## config.mk

```make
export PLATFORM = sky130hd
export DESIGN_NAME = int_fu_ctrl
export DESIGN_NICKNAME = d
export VERILOG_FILES = /design/src/rtl/int_fu_ctrl.sv
export SDC_FILE = /design/constraint.sdc
export NUM_CORES = 1
export LEC_CHECK = 0
export CORE_MARGIN = 10
export CORE_UTILIZATION = 50
export CTS_BUF_LIST = sky130_fd_sc_hd__clkbuf_8
export DETAILED_ROUTE_END_ITERATION = 10
export PLACE_DENSITY = 0.74
export SYNTH_ARGS = -nofsm -noshare
export SYNTH_HDL_FRONTEND = slang
export SYNTH_SLANG_ARGS = --single-unit
```

## constraint.sdc

```tcl
create_clock -name clk -period 4.1 [get_ports clk]
set_clock_uncertainty 0.1 [all_clocks]
set_input_delay 0.41 -clock clk [delete_from_list [all_inputs] [get_ports clk]]
set_output_delay 0.41 -clock clk [all_outputs]
set_load 0.01 [all_outputs]
```

## src/rtl/int_fu_ctrl.sv

```systemverilog
// Scoreboard-controlled integer functional unit: issue, read operands, execute
// for a fixed latency, then hold the result until write-back is granted.
module int_fu_ctrl #(
    parameter int WIDTH    = 16,
    parameter int REG_W    = 4,
    parameter int EXEC_LAT = 2
) (
    input  logic             clk,
    input  logic             rst,
    input  logic             issue_valid_i,
    input  logic [2:0]       issue_op_i,
    input  logic [REG_W-1:0] issue_dest_i,
    output logic             busy_o,
    input  logic             rd_ok_i,
    input  logic [WIDTH-1:0] src_a_i,
    input  logic [WIDTH-1:0] src_b_i,
    output logic             rd_done_o,
    output logic             wr_req_o,
    input  logic             wr_grant_i,
    output logic [REG_W-1:0] wr_dest_o,
    output logic [WIDTH-1:0] wr_data_o,
    output logic             wr_done_o
);

    typedef enum logic [1:0] {
        IDLE  = 2'd0,
        READ  = 2'd1,
        EXEC  = 2'd2,
        WRITE = 2'd3
    } state_e;

    typedef enum logic [2:0] {
        OP_AND = 3'd0,
        OP_OR  = 3'd1,
        OP_XOR = 3'd2,
        OP_ADD = 3'd3,
        OP_SUB = 3'd4,
        OP_NOT = 3'd5,
        OP_RS6 = 3'd6,
        OP_RS7 = 3'd7
    } op_e;

    // Counter is loaded with EXEC_LAT-1 so that EXEC lasts exactly EXEC_LAT cycles.
    localparam logic [3:0] CNT_INIT = 4'(EXEC_LAT - 1);

    state_e             state_q;
    op_e                op_q;
    logic [REG_W-1:0]   dest_q;
    logic [WIDTH-1:0]   a_q;
    logic [WIDTH-1:0]   b_q;
    logic [3:0]         cnt_q;
    logic               rd_done_q;
    logic               wr_req_q;
    logic               wr_done_q;
    logic [REG_W-1:0]   wr_dest_q;
    logic [WIDTH-1:0]   wr_data_q;
    logic [WIDTH-1:0]   result_d;

    always_comb begin
        result_d = '0;
        case (op_q)
            OP_AND:  result_d = a_q & b_q;
            OP_OR:   result_d = a_q | b_q;
            OP_XOR:  result_d = a_q ^ b_q;
            OP_ADD:  result_d = a_q + b_q;
            OP_SUB:  result_d = a_q - b_q;
            OP_NOT:  result_d = ~a_q;
            default: result_d = '0;
        endcase
    end

    always_ff @(posedge clk) begin
        if (rst) begin
            state_q   <= IDLE;
            op_q      <= OP_AND;
            dest_q    <= '0;
            a_q       <= '0;
            b_q       <= '0;
            cnt_q     <= '0;
            rd_done_q <= 1'b0;
            wr_req_q  <= 1'b0;
            wr_done_q <= 1'b0;
            wr_dest_q <= '0;
            wr_data_q <= '0;
        end else begin
            rd_done_q <= 1'b0;
            wr_done_q <= 1'b0;
            case (state_q)
                IDLE: begin
                    if (issue_valid_i) begin
                        op_q    <= op_e'(issue_op_i);
                        dest_q  <= issue_dest_i;
                        state_q <= READ;
                    end
                end
                READ: begin
                    if (rd_ok_i) begin
                        a_q       <= src_a_i;
                        b_q       <= src_b_i;
                        cnt_q     <= CNT_INIT;
                        rd_done_q <= 1'b1;
                        state_q   <= EXEC;
                    end
                end
                EXEC: begin
                    if (cnt_q == 4'd0) begin
                        wr_data_q <= result_d;
                        wr_dest_q <= dest_q;
                        wr_req_q  <= 1'b1;
                        state_q   <= WRITE;
                    end else begin
                        cnt_q <= cnt_q - 4'd1;
                    end
                end
                WRITE: begin
                    if (wr_grant_i) begin
                        wr_req_q  <= 1'b0;
                        wr_done_q <= 1'b1;
                        state_q   <= IDLE;
                    end
                end
                default: state_q <= IDLE;
            endcase
        end
    end

    assign busy_o    = (state_q != IDLE);
    assign rd_done_o = rd_done_q;
    assign wr_req_o  = wr_req_q;
    assign wr_done_o = wr_done_q;
    assign wr_dest_o = wr_dest_q;
    assign wr_data_o = wr_data_q;

endmodule

```

## Word level (Yosys, flattened, before mapping)

Cells that the tools add are included.

| operators by class | value |
|---|---|
| add/sub/neg operators | 3 |
| equal/unequal tests | 13 |
| multiplexer cells | 14 |
| bitwise gates (word level) | 6 |
| reduce and logical (&&, ||, !) cells | 14 |

Operators by type and width:

| cell | count |
|---|---|
| case mux 16 bit (6 select lines) | 1 |
| adder 16 bit | 1 |
| AND 16 bit | 1 |
| inverter 16 bit | 1 |
| bitwise OR 16 bit | 1 |
| subtractor 16 bit | 1 |
| bitwise XOR 16 bit | 1 |
| != test 2 bit (second input constant) | 5 |
| 2-to-1 mux 2 bit | 4 |
| 2-to-1 mux 4 bit | 2 |
| case mux 2 bit (4 select lines) | 1 |
| case mux 4 bit (2 select lines) | 1 |
| equality test 3 x 2 -> 1 bit (second input constant) | 2 |
| equality test 3 bit (second input constant) | 2 |
| AND reduction 2 bit | 3 |
| AND reduction 3 bit | 2 |
| nonzero test 2 bit | 3 |
| equality test 2 bit (second input constant) | 2 |
| zero test 4 bit | 1 |
| 2-to-1 mux 1 bit | 4 |
| AND reduction 4 bit | 1 |
| OR reduction 2 bit | 2 |
| subtractor 4 x 1 -> 4 bit (second input constant) | 1 |
| equality test 3 x 1 -> 1 bit (second input constant) | 1 |
| other kinds (5) | 6 |

| word-level totals | value |
|---|---|
| flip-flop bits (word level) | 68 |
| input port bits | 44 |
| logic and storage cells | 61 |

## Longest topological paths before layout

Gate-level depths: netlist of the first run.

| depth | value |
|---|---|
| word-level depth | 3 |
| mapped depth | 15 |
| mapped depth without buffers | 13 |

## Worst setup path after synthesis of the first run

No wires, ideal clock.

| path | value |
|---|---|
| kind | reg2reg |
| start | register b_q[2] |
| end | register wr_data_q[14] (netlist: wr_data_o[14]) |
| data arrival time | 2.730 ns |
| data required time | 3.938 ns |
| setup slack | 1.208 ns |
| stages on the path, launching flop included | 11 |
| buffers on the path | 0 |
| period minus slack after synthesis | 2.892 ns |
| path through | dfxtp_1 nor4_1 and4_1 a21oi_1 o31ai_1 xnor2_1 ha_1 a2111oi_0 a21oi_1 a311o_1 nand3_1 |

| on the way | value |
|---|---|
| longest elaborated chain between the ends | 2 |
| elaborated cells on any way between the ends | 3 |
| those cells by class | 2 x add/sub; 1 x mux |

Ends and longest elaborated chain:

| element | RTL line | source |
|---|---|---|
| start, declared | 50 | `logic [WIDTH-1:0] b_q;` |
| start signal, assigned | 99 | `b_q <= src_b_i;` |
| subtractor 16 bit / adder 16 bit (equally long branches) | 66, 65 |  |
| case mux 16 bit (6 select lines) (*) | 61 | `case (op_q)` |
| end signal, assigned | 107 | `wr_data_q <= result_d;` |
| end, declared | 56 | `logic [WIDTH-1:0] wr_data_q;` |

Every way passes the cells marked *; elsewhere a longest branch is shown, timed or not.
A chain may end at the register's enable or synchronous reset.

## Worst setup path after layout of the first run

Ends and elaborated chain as after synthesis.

==> results of run 1 <==
==> path summary, 6_finish.rpt <==
check	startpoint	endpoint	slack (ns)	cells after the start
hold reg to reg	dest_q[1]	wr_dest_o[1]	0.36	2
setup reg to reg	b_q[2]	wr_data_o[14]	0.69	10
setup / recovery	b_q[2]	wr_data_o[14]	0.69	10
hold / removal	dest_q[1]	wr_dest_o[1]	0.36	2
==> metrics by stage <==
stage          cell area (sq um)  std cells
2_1_floorplan               4641        599
3_3_place_gp                5364        753
3_5_place_dp                5364        753
4_1_cts                     5587        769
5_1_grt                     5587        769
6_report                    5587        769
==> power breakdown <==
group / switching [W] / internal, W
Clock: 0.000290 / 0.000345
Sequential: 0.000121 / 0.000773
Combinational: 0.00110 / 0.000802
==> kinds of logic (layout without fill, tap and decap cells) <==
| logic type | count (synthesis) | count (layout) | synth area share |
|---|---|---|---|
| compound gates | 171 | 171 | 0.2300 |
| xor+xnor | 23 | 23 | 0.04341 |
| fa+ha+maj | 56 | 56 | 0.1526 |
| buf+inv | 77 | 136 | 0.06686 |
| flops | 68 | 68 | 0.2933 |
| mux | 13 | 13 | 0.03370 |
| simple gates | 191 | 191 | 0.1801 |
==> final cells by class <==
cell class	count	area, sq um
well taps	111	138.9
repair buffers	75	725.7
inverters	45	168.9
multi-input cells	454	2969
clock inverters	7	98.84
flip-flops and latches	68	1361
clock buffers	9	123.9
fillers	813	3566
==> cells in the mapped netlist, drive strengths merged, types with 4 or more instances <==
cell	n
nand2	106
a21oi	72
dfxtp	68
ha	55
inv	45
nor2	39
o21ai	25
clkbuf	22
xnor2	19
nand3	15
o22ai	13
buf	10
mux2i	10
o22a	10
a211oi	9
nor2b	7
a22oi	6
o21a	6
o221ai	6
nand2b	5
nor3	5
xor2	4
==> worst max-delay path, stage by stage, from the launching register on <==
cell,delay (ns)
dfxtp_1,0.37
nor4_1,0.53
and4_1,0.31
a21oi_1,0.14
o31ai_1,0.35
xnor2_1,0.17
ha_1,0.30
a2111oi_0,0.45
a21oi_1,0.20
a311o_1,0.38
nand3_1,0.07
==> state kept, by name, indices dropped and copies added, names as in the netlist <==
signal / flops
a_q: 16
b_q: 16
wr_data_o: 16
cnt_q: 4
dest_q: 4
wr_dest_o: 4
op_q: 3
state_q: 2
rd_done_o: 1
wr_done_o: 1
wr_req_o: 1
==> layer usage <==
layer  share of wire  routed length (um)
met5               0                   0
met3           0.063                 802
met4           0.019                 238
met2            0.46                5793
met1            0.46                5880
==> flow_summary_export.csv, run 1 <==
group,metric,value,unit
status,status,"complete, no violations",
place,preCtsSetupSlack,0.7618,ns
synthesis,synthFlopType,"dfxtp_1",
sta,fmax,0.2932,GHz
synthesis,synthCells,599,
routing,drtIter0Drc,242,
synthesis,synth_seq_cells,68,
synthesis,syn_nets,699,
cells_and_area,fin_util,0.6104,
synthesis,syn_avg_cell_area,7.747,sq um
floorplanning,pin_count,68,
synthesis,synth_area,4641,sq um
place,hpwl,9541,um
sta,tns,0,ns
cts,postCtsSetupBuffers,0,
routing,via_count,4371,
floorplanning,fp.dieArea,13540,sq um
cts,h-tree-depth,3,
cts,clk_latency,0.36,ns
cells_and_area,syn2layout_area_growth,20.38,%
sta,worst_slew_pin_slew,1.148,ns
sta,timing.hold.ws,0.3560,ns
synthesis,yosys_warnings,0,
pwr,peakVddDrop,382.2,uV
sta,period_minus_slack,3.410,ns
synthesis,yosysTopAreaCell,"dfxtp_1",
global_route,grt_util_all_layers,0.1938,
global_route,met2_usage,0.3122,
floorplanning,die_h,116.3,um
routing,ant_nets,0,
global_route,grt_pass1_wl,20980,um
floorplanning,rows,35,
place,gp_congestion,0.8984,
sta,slew_violations,0,
floorplanning,start_util,0.5070,
cts,cts_tree,"yes",
synthesis,yosysUniqueCellTypes,53,
pwr,finalPower,0.003428,W
routing,routed_wl,12720,um
routing,drtPass1Iterations,5,
cts,clk_pin_slew_worst_paths,0.09,ns
cts,ctsHoldBuffers,0,
cts,cts_root_buffer,"clkbuf_8",
job,maxCapViolCount,0,
cts,clk_path_buf_depth,2,
pwr,pwr_density_cell,613.6,nW/um^2
worst_setup_path,crit_required,4.31,ns
worst_setup_path,criticalPathCategory,"flip-flop to flip-flop",
worst_setup_path,worstPathArrival,3.62,ns
cts,cts_sinks,68,
global_route,met1_usage,0.2508,
place,port_buffers,67,
sta,setup_viol,0,
cts,cts_buffers,9,
cells_and_area,final_common_cell,"nand2_1",
sta,maxSlewHeadroom,0.2328,
routing,drc_errors,0,
floorplanning,coreArea,9153,sq um
cts,postCtsResizedCells,0,
synthesis,synth-edff-count,0,
worst_setup_path,setup.worst_path.start_class,"flip-flop",
synthesis,synth_top_area_frac,0.2933,
synthesis,async_flop_share,0,
worst_hold_path,hp-class,"flip-flop to flip-flop",
worst_setup_path,cp_max_fo,6,
worst_setup_path,worstSetupEndpointType,"flip-flop",
global_route,grt_pass1_vias,4319,
global_route,antenna_found_initial,0,
sta,fin_crit_sh,0.8318,
cells_and_area,antennaDiodeCount,0,
floorplanning,dieWidth,116.3,um
synthesis,synth_area_leaders,"dfxtp_1 29%, ha_1 15%, nand2_1 8.6%",
global_route,busiest_layer,"met2",
routing,routedWlPerCell,16.53,um
sta,rsz0062_at_grt,"false",
routing,viasPerCell,5.684,
cells_and_area,layout_common_cells,"106 x nand2_1, 71 x a21oi_1, 68 x dfxtp_1",
pwr,p_leak,2.081,nW
sta,hold_viol,0,
cells_and_area,drive_gt1_frac,0.05015,
global_route,grt_start_max_net_pins,43,
sta,worst_slack,0.6895,ns
global_route,gr-usage-met3,0.03595,
synthesis,seq_area_frac_synth,0.2933,
global_route,overflow,0,
cells_and_area,final_nets,753,
(Power assumes the default switching activity.)
==> run 2, diff against run 1 <==
==> constraint.sdc (replaced) <==
create_clock -name clk -period 3.3 [get_ports clk]
set_clock_uncertainty 0.1 [all_clocks]
set_input_delay 0.33 -clock clk [delete_from_list [all_inputs] [get_ports clk]]
set_output_delay 0.33 -clock clk [all_outputs]
set_load 0.01 [all_outputs]
==> run 2 against run 1 <==
Effect of this change:
- maximum frequency rose by 8.9%
- first-iteration DRC count shrank 0.41%
- power grew 31%
- wire length grew 3.1%
- final cell count grew 0.91%
- design area up 2.0%
- setup slack lost 0.52 ns
- sequential share of layout area down 0.49 points
- combinational power increased by 29%
- sequential cell count unchanged
- register-to-register slack got worse by 0.52 ns
- global-route usage grew 0.49 points
==> flow_summary_export.csv, run 2 (synthesis results as in run 1) <==
group,metric,value,unit
pwr,internal_power,0.002590,W
floorplanning,start_util,0.5070,
place,gp_congestion,0.9205,
routing,drc_errors,0,
cts,cts_root_buffer,"clkbuf_8",
worst_setup_path,reg2regPathDepth,11,
worst_setup_path,criticalPathCategory,"flip-flop to flip-flop",
routing,drtIter0Drc,241,
cells_and_area,fin_area,5700,sq um
sta,maxSlewHeadroom,0.3813,
worst_setup_path,crit_path_start,"b_q[2]",
worst_setup_path,crit_required,3.50,ns
job,maxCapViolCount,0,
cts,clk_path_buf_depth,2,
global_route,grt_util_all_layers,0.1987,
worst_setup_path,setup.worst_path.start_class,"flip-flop",
worst_setup_path,reg2reg_to,"wr_data_o[14]",
pwr,p_leak,2.144,nW
place,hpwl,9914,um
pwr,p_seq_frac,0.247,
worst_setup_path,worstSetupEndpointType,"flip-flop",
pwr,p_clk_frac,0.206,
routing,ant_nets,0,
pwr,switchingPower,0.001902,W
pwr,peakVddDrop,488.0,uV
worst_hold_path,hp-class,"input port to flip-flop",
worst_setup_path,cp_max_fo,6,
worst_setup_path,crit_end,"wr_data_o[14]",
cells_and_area,drive_gt1_frac,0.06466,
sta,worst_slew_pin_slew,0.9280,ns
status,status,"complete, no violations",
sta,slew_violations,0,
cells_and_area,final_nets,761,
pwr,p_sw_frac,0.4234,
sta,fmax,0.3194,GHz
global_route,antenna_found_initial,0,
floorplanning,coreArea,9153,sq um
worst_setup_path,worstPathArrival,3.33,ns
cts,postCtsSetupBuffers,0,
floorplanning,pin_count,68,
cts,cts_sinks,68,
cells_and_area,fin_util,0.6228,
pwr,combPwrFrac,0.546,
routing,routed_wl,13110,um
routing,drtPass1Iterations,5,
global_route,overflow,0,
sta,hold_viol,0,
cells_and_area,layout_common_cells,"106 x nand2_1, 70 x a21oi_1, 68 x dfxtp_1",
floorplanning,rows,35,
global_route,grt_start_max_net_pins,40,
sta,setup_viol,0,
cells_and_area,syn2layout_area_growth,22.84,%
sta,period_minus_slack,3.131,ns
cells_and_area,fillers,798,
worst_setup_path,r2r_slack,0.17,ns
cts,clk_latency,0.36,ns
cells_and_area,antennaDiodeCount,0,
place,place_area,5424,sq um
place,port_buffers,67,
sta,fin_crit_sh,0.9487,
pwr,pwr_density_cell,787.9,nW/um^2
sta,worst_slack,0.1692,ns
global_route,grt_pass1_wl,21570,um
cts,clk_pin_slew_worst_paths,0.08,ns
cts,cts_tree,"yes",
routing,via_count,4411,
floorplanning,die_h,116.3,um
routing,routedWlPerCell,16.89,um
global_route,grt_pass1_vias,4410,
cells_and_area,final_common_cell,"nand2_1",
cts,h-tree-depth,3,
routing,viasPerCell,5.684,
worst_setup_path,rr_startpoint,"b_q[2]",
floorplanning,fp.dieArea,13540,sq um
floorplanning,dieWidth,116.3,um
place,preCtsSetupSlack,0.1008,ns
cts,cts_buffers,9,
[run 2: changes by cell type in the layout (fill, tap and decap cells not counted), sizes merged]
cell	previous run	this run
buf	9	17
bufinv	2	4
clkinv	3	2
clkinvlp	1	0
inv	46	45
[run 2: worst min-delay path by stage]
| stage | startpoint | to | slack, ns | cells after the start |
|---|---|---|---|---|
| after detailed placement | dest_q[2] | wr_dest_o[2] | 0.34 | 2 |
| final | rst | wr_data_o[9] | 0.36 | 3 |
| after global routing | rst | wr_data_o[10] | 0.37 | 3 |
| after global placement | dest_q[0] | wr_dest_o[0] | 0.34 | 2 |
| after CTS | rst | wr_data_o[8] | 0.36 | 3 |
| after floorplan | dest_q[0] | wr_dest_o[0] | 0.33 | 2 |
[run 2: area by class of cell]
cell class              instances  area, sq um  share of cell area
clock inverters                 6        137.6             0.02414
well taps                     111        138.9             0.02436
inverters                      45        168.9             0.02963
flip-flops and latches         68         1361              0.2388
multi-input cells             454         2984              0.5235
clock buffers                   9        123.9             0.02173
repair buffers                 83        785.8              0.1378
[run 2: power groups by stage]
stage	combinational, W	sequential [W]	clock (W)
after global placement	0.00232	0.00112	0
after global routing	0.00271	0.00113	0.000977
final	0.00245	0.00111	0.000926
after detailed placement	0.00238	0.00113	0
after floorplan	0.00172	0.00110	0
after CTS	0.00240	0.00111	0.000933
[run 2: what timing repair did]
item | CTS | global route
endpoints found under the hold margin | 0 | 0
hold buffers | 0 | 0
endpoints found under the setup margin | 0 | 4
gates resized for setup | 0 | 4
[run 2: worst max-delay path: stages, from the launching register on]
cell and delay [ns]:
dfxtp_1 0.37, nor4_1 0.34, buf_4 0.18, and4_1 0.25, a21oi_1 0.15, o31ai_2 0.28
xnor2_1 0.16, ha_1 0.28, a2111oi_2 0.36, a21oi_1 0.17, a311o_1 0.37, nand3_1 0.07
[run 2: through the flow]
step | power, W | hold WS, ns | instances | TNS [ns]
final | 0.004491 | 0.3579 | 776 | 0
after CTS | 0.004438 | 0.3559 | 776 | 0
after floorplan | 0.002819 | 0.3321 | 599 | 0
after detailed placement | 0.003500 | 0.3431 | 761 | 0
after global placement | 0.003439 | 0.3411 | 761 | 0
after global routing | 0.004819 | 0.3692 | 776 | -0.1297
[run 2: layer usage]
layer	share of wire	global-route usage	vias up
li1	-	-	2199
met1	0.46	0.2509	2049
met2	0.46	0.3220	137
met3	0.054	0.04058	26
met4	0.027	0.08257	0
met5	0	0	-
==> run 3, diff against run 2 <==
--- a/config.mk
+++ b/config.mk
@@ -5,7 +5,7 @@
 export SDC_FILE = /design/constraint.sdc
 export NUM_CORES = 1
 export LEC_CHECK = 0
-export CORE_MARGIN = 10
+export CORE_MARGIN = 2
 export CORE_UTILIZATION = 50
 export CTS_BUF_LIST = sky130_fd_sc_hd__clkbuf_8
 export DETAILED_ROUTE_END_ITERATION = 10
==> run 3 against run 2 <==
Effect of this change:
- non-clock buffer count down 2
- sequential power about the same
- setup slack better by 0.076 ns
- clock-buffer cell count stayed put
- first-iteration DRC count increased by 8.7%
- critical path depth unchanged
- maximum frequency increased by 2.5%
- global-route usage grew 5.2 points
- combinational power about the same
==> flow_summary_export.csv, run 3 (synthesis results as in run 1) <==
group,metric,value,unit
status,status,"complete, no violations",
routing,via_count,4397,
routing,ant_nets,0,
cts,postCtsSetupBuffers,0,
worst_setup_path,criticalPathCategory,"flip-flop to flip-flop",
cts,cts_tree,"yes",
routing,drtPass1Iterations,5,
routing,routedWlPerCell,15.97,um
cells_and_area,drive_gt1_frac,0.06335,
sta,worst_slew_pin_slew,1.013,ns
cells_and_area,seq_area,1361,sq um
cts,cts_buffers,9,
floorplanning,pin_count,68,
floorplanning,rows,35,
pwr,peakVddDrop,433.0,uV
cells_and_area,fillers,807,
place,hpwl,9254,um
pwr,internal_power,0.002352,W
routing,drc_errors,0,
floorplanning,start_util,0.5095,
place,preCtsSetupSlack,0.03930,ns
sta,fmax,0.3273,GHz
worst_setup_path,reg2regPathDepth,11,
worst_hold_path,hold_start,"rst",
global_route,grt_pass1_vias,4186,
pwr,p_seq_frac,0.263,
cells_and_area,final_nets,759,
place,placed_cells,759,
worst_setup_path,rr_startpoint,"b_q[5]",
cts,h-tree-depth,3,
floorplanning,fp.dieArea,10070,sq um
sta,worst_slack,0.2451,ns
worst_hold_path,hp-class,"input port to flip-flop",
global_route,grt_util_all_layers,0.2503,
cells_and_area,syn2layout_area_growth,21.11,%
cts,clk_latency,0.36,ns
sta,timing.hold.ws,0.3366,ns
routing,route.met2.wl,5727,um
worst_setup_path,worstSetupEndpointType,"flip-flop",
worst_setup_path,r2r_slack,0.25,ns
routing,wl_met3,585,um
floorplanning,die_h,100.3,um
worst_hold_path,hold_end,"wr_data_o[10]",
global_route,antenna_found_initial,0,
job,maxCapViolCount,0,
global_route,grt_pass1_wl,20130,um
place,port_buffers,67,
global_route,overflow,0,
routing,drtIter0Drc,262,
place,place_area,5409,sq um
worst_hold_path,hold_path_depth,3,
worst_setup_path,crit_path_start,"b_q[5]",
cts,cts_root_buffer,"clkbuf_8",
worst_setup_path,cp_max_fo,4,
floorplanning,coreArea,9109,sq um
cells_and_area,final_common_cell,"nand2_1",
place,gp_congestion,0.9216,
sta,hold_viol,0,
routing,dr.max_layer_used,"met4",
cts,clk_path_buf_depth,2,
routing,wl_met1,5816,um
routing,viasPerCell,5.681,
cells_and_area,layout_common_cells,"106 x nand2_1, 70 x a21oi_1, 68 x dfxtp_1",
sta,maxSlewHeadroom,0.3248,
routing,routed_wl,12360,um
pwr,switchingPower,0.001895,W
worst_setup_path,worstPathArrival,3.26,ns
sta,slew_violations,0,
cells_and_area,instances_no_fill,774,
sta,period_minus_slack,3.055,ns
global_route,grt_start_max_net_pins,40,
pwr,p_clk_frac,0.163,
cells_and_area,antennaDiodeCount,0,
pwr,pwr_density_cell,755.6,nW/um^2
floorplanning,dieWidth,100.3,um
pwr,p_sw_frac,0.4462,
pwr,combPwrFrac,0.574,
worst_setup_path,reg2reg_to,"wr_data_o[14]",
worst_setup_path,crit_required,3.50,ns
cts,clk_pin_slew_worst_paths,0.08,ns
sta,setup_viol,0,
sta,fin_crit_sh,0.9257,
cts,ctsHoldBuffers,0,
sta,tns,0,ns
worst_setup_path,setup.worst_path.start_class,"flip-flop",
cells_and_area,multi_input_area,2990,sq um
cts,cts_sinks,68,
cells_and_area,fin_area,5620,sq um
pwr,p_leak,2.092,nW
[run 3: cell types whose count changed in the layout (fill, tap and decap cells not counted), sizes merged]
cell,delta
buf,-2
bufinv,-3
clkinvlp,+3
[run 3: per-stage QoR]
step / power, W / utilization
4_1_cts: 0.004189 / 0.6154
3_3_place_gp: 0.003435 / 0.5938
3_5_place_dp: 0.003485 / 0.5938
6_report: 0.004247 / 0.6170
2_1_floorplan: 0.002819 / -
5_1_grt: 0.004565 / 0.6170
[run 3: what timing repair did]
action,4_1_cts,5_1_grt
pin swaps,0,1
setup endpoints to repair,1,5
resized for setup,1,5
[run 3: per-layer routing]
metal,track usage,vias to the layer above
met5,0,-
met4,0.07165,0
met3,0.04805,22
met2,0.4042,132
met1,0.3411,2046
li1,-,2197
[run 3: layout make-up]
cell class	instances	area share
Clock buffer	9	0.02204
Inverter	45	0.03005
Tap cell	111	0.02471
Sequential cell	68	0.2422
Clock inverter	6	0.01180
Timing Repair Buffer	81	0.1371
Multi-Input combinational cell	454	0.5321
[run 3: worst max path at each step]
stage                    end
2_1_floorplan  wr_data_o[14]
3_3_place_gp   wr_data_o[14]
3_5_place_dp   wr_data_o[14]
4_1_cts        wr_data_o[14]
5_1_grt        wr_data_o[15]
6_report       wr_data_o[14]
[run 3: power groups by stage]
stage	registers (W)	logic, W	clock network (W)
4_1_cts	0.00111	0.00238	0.000699
3_5_place_dp	0.00113	0.00235	0
2_1_floorplan	0.00110	0.00172	0
6_report	0.00112	0.00244	0.000692
3_3_place_gp	0.00112	0.00231	0
5_1_grt	0.00113	0.00270	0.000736
[run 3: critical path, cell delays in order, from the launching register on]
cell,delay (ns)
dfxtp_1,0.36
nor4_2,0.31
buf_4,0.17
and4_1,0.24
a21oi_1,0.15
o31ai_2,0.25
xnor2_1,0.17
ha_1,0.29
a2111oi_2,0.41
a21oi_2,0.13
a311o_1,0.36
nand3_1,0.07
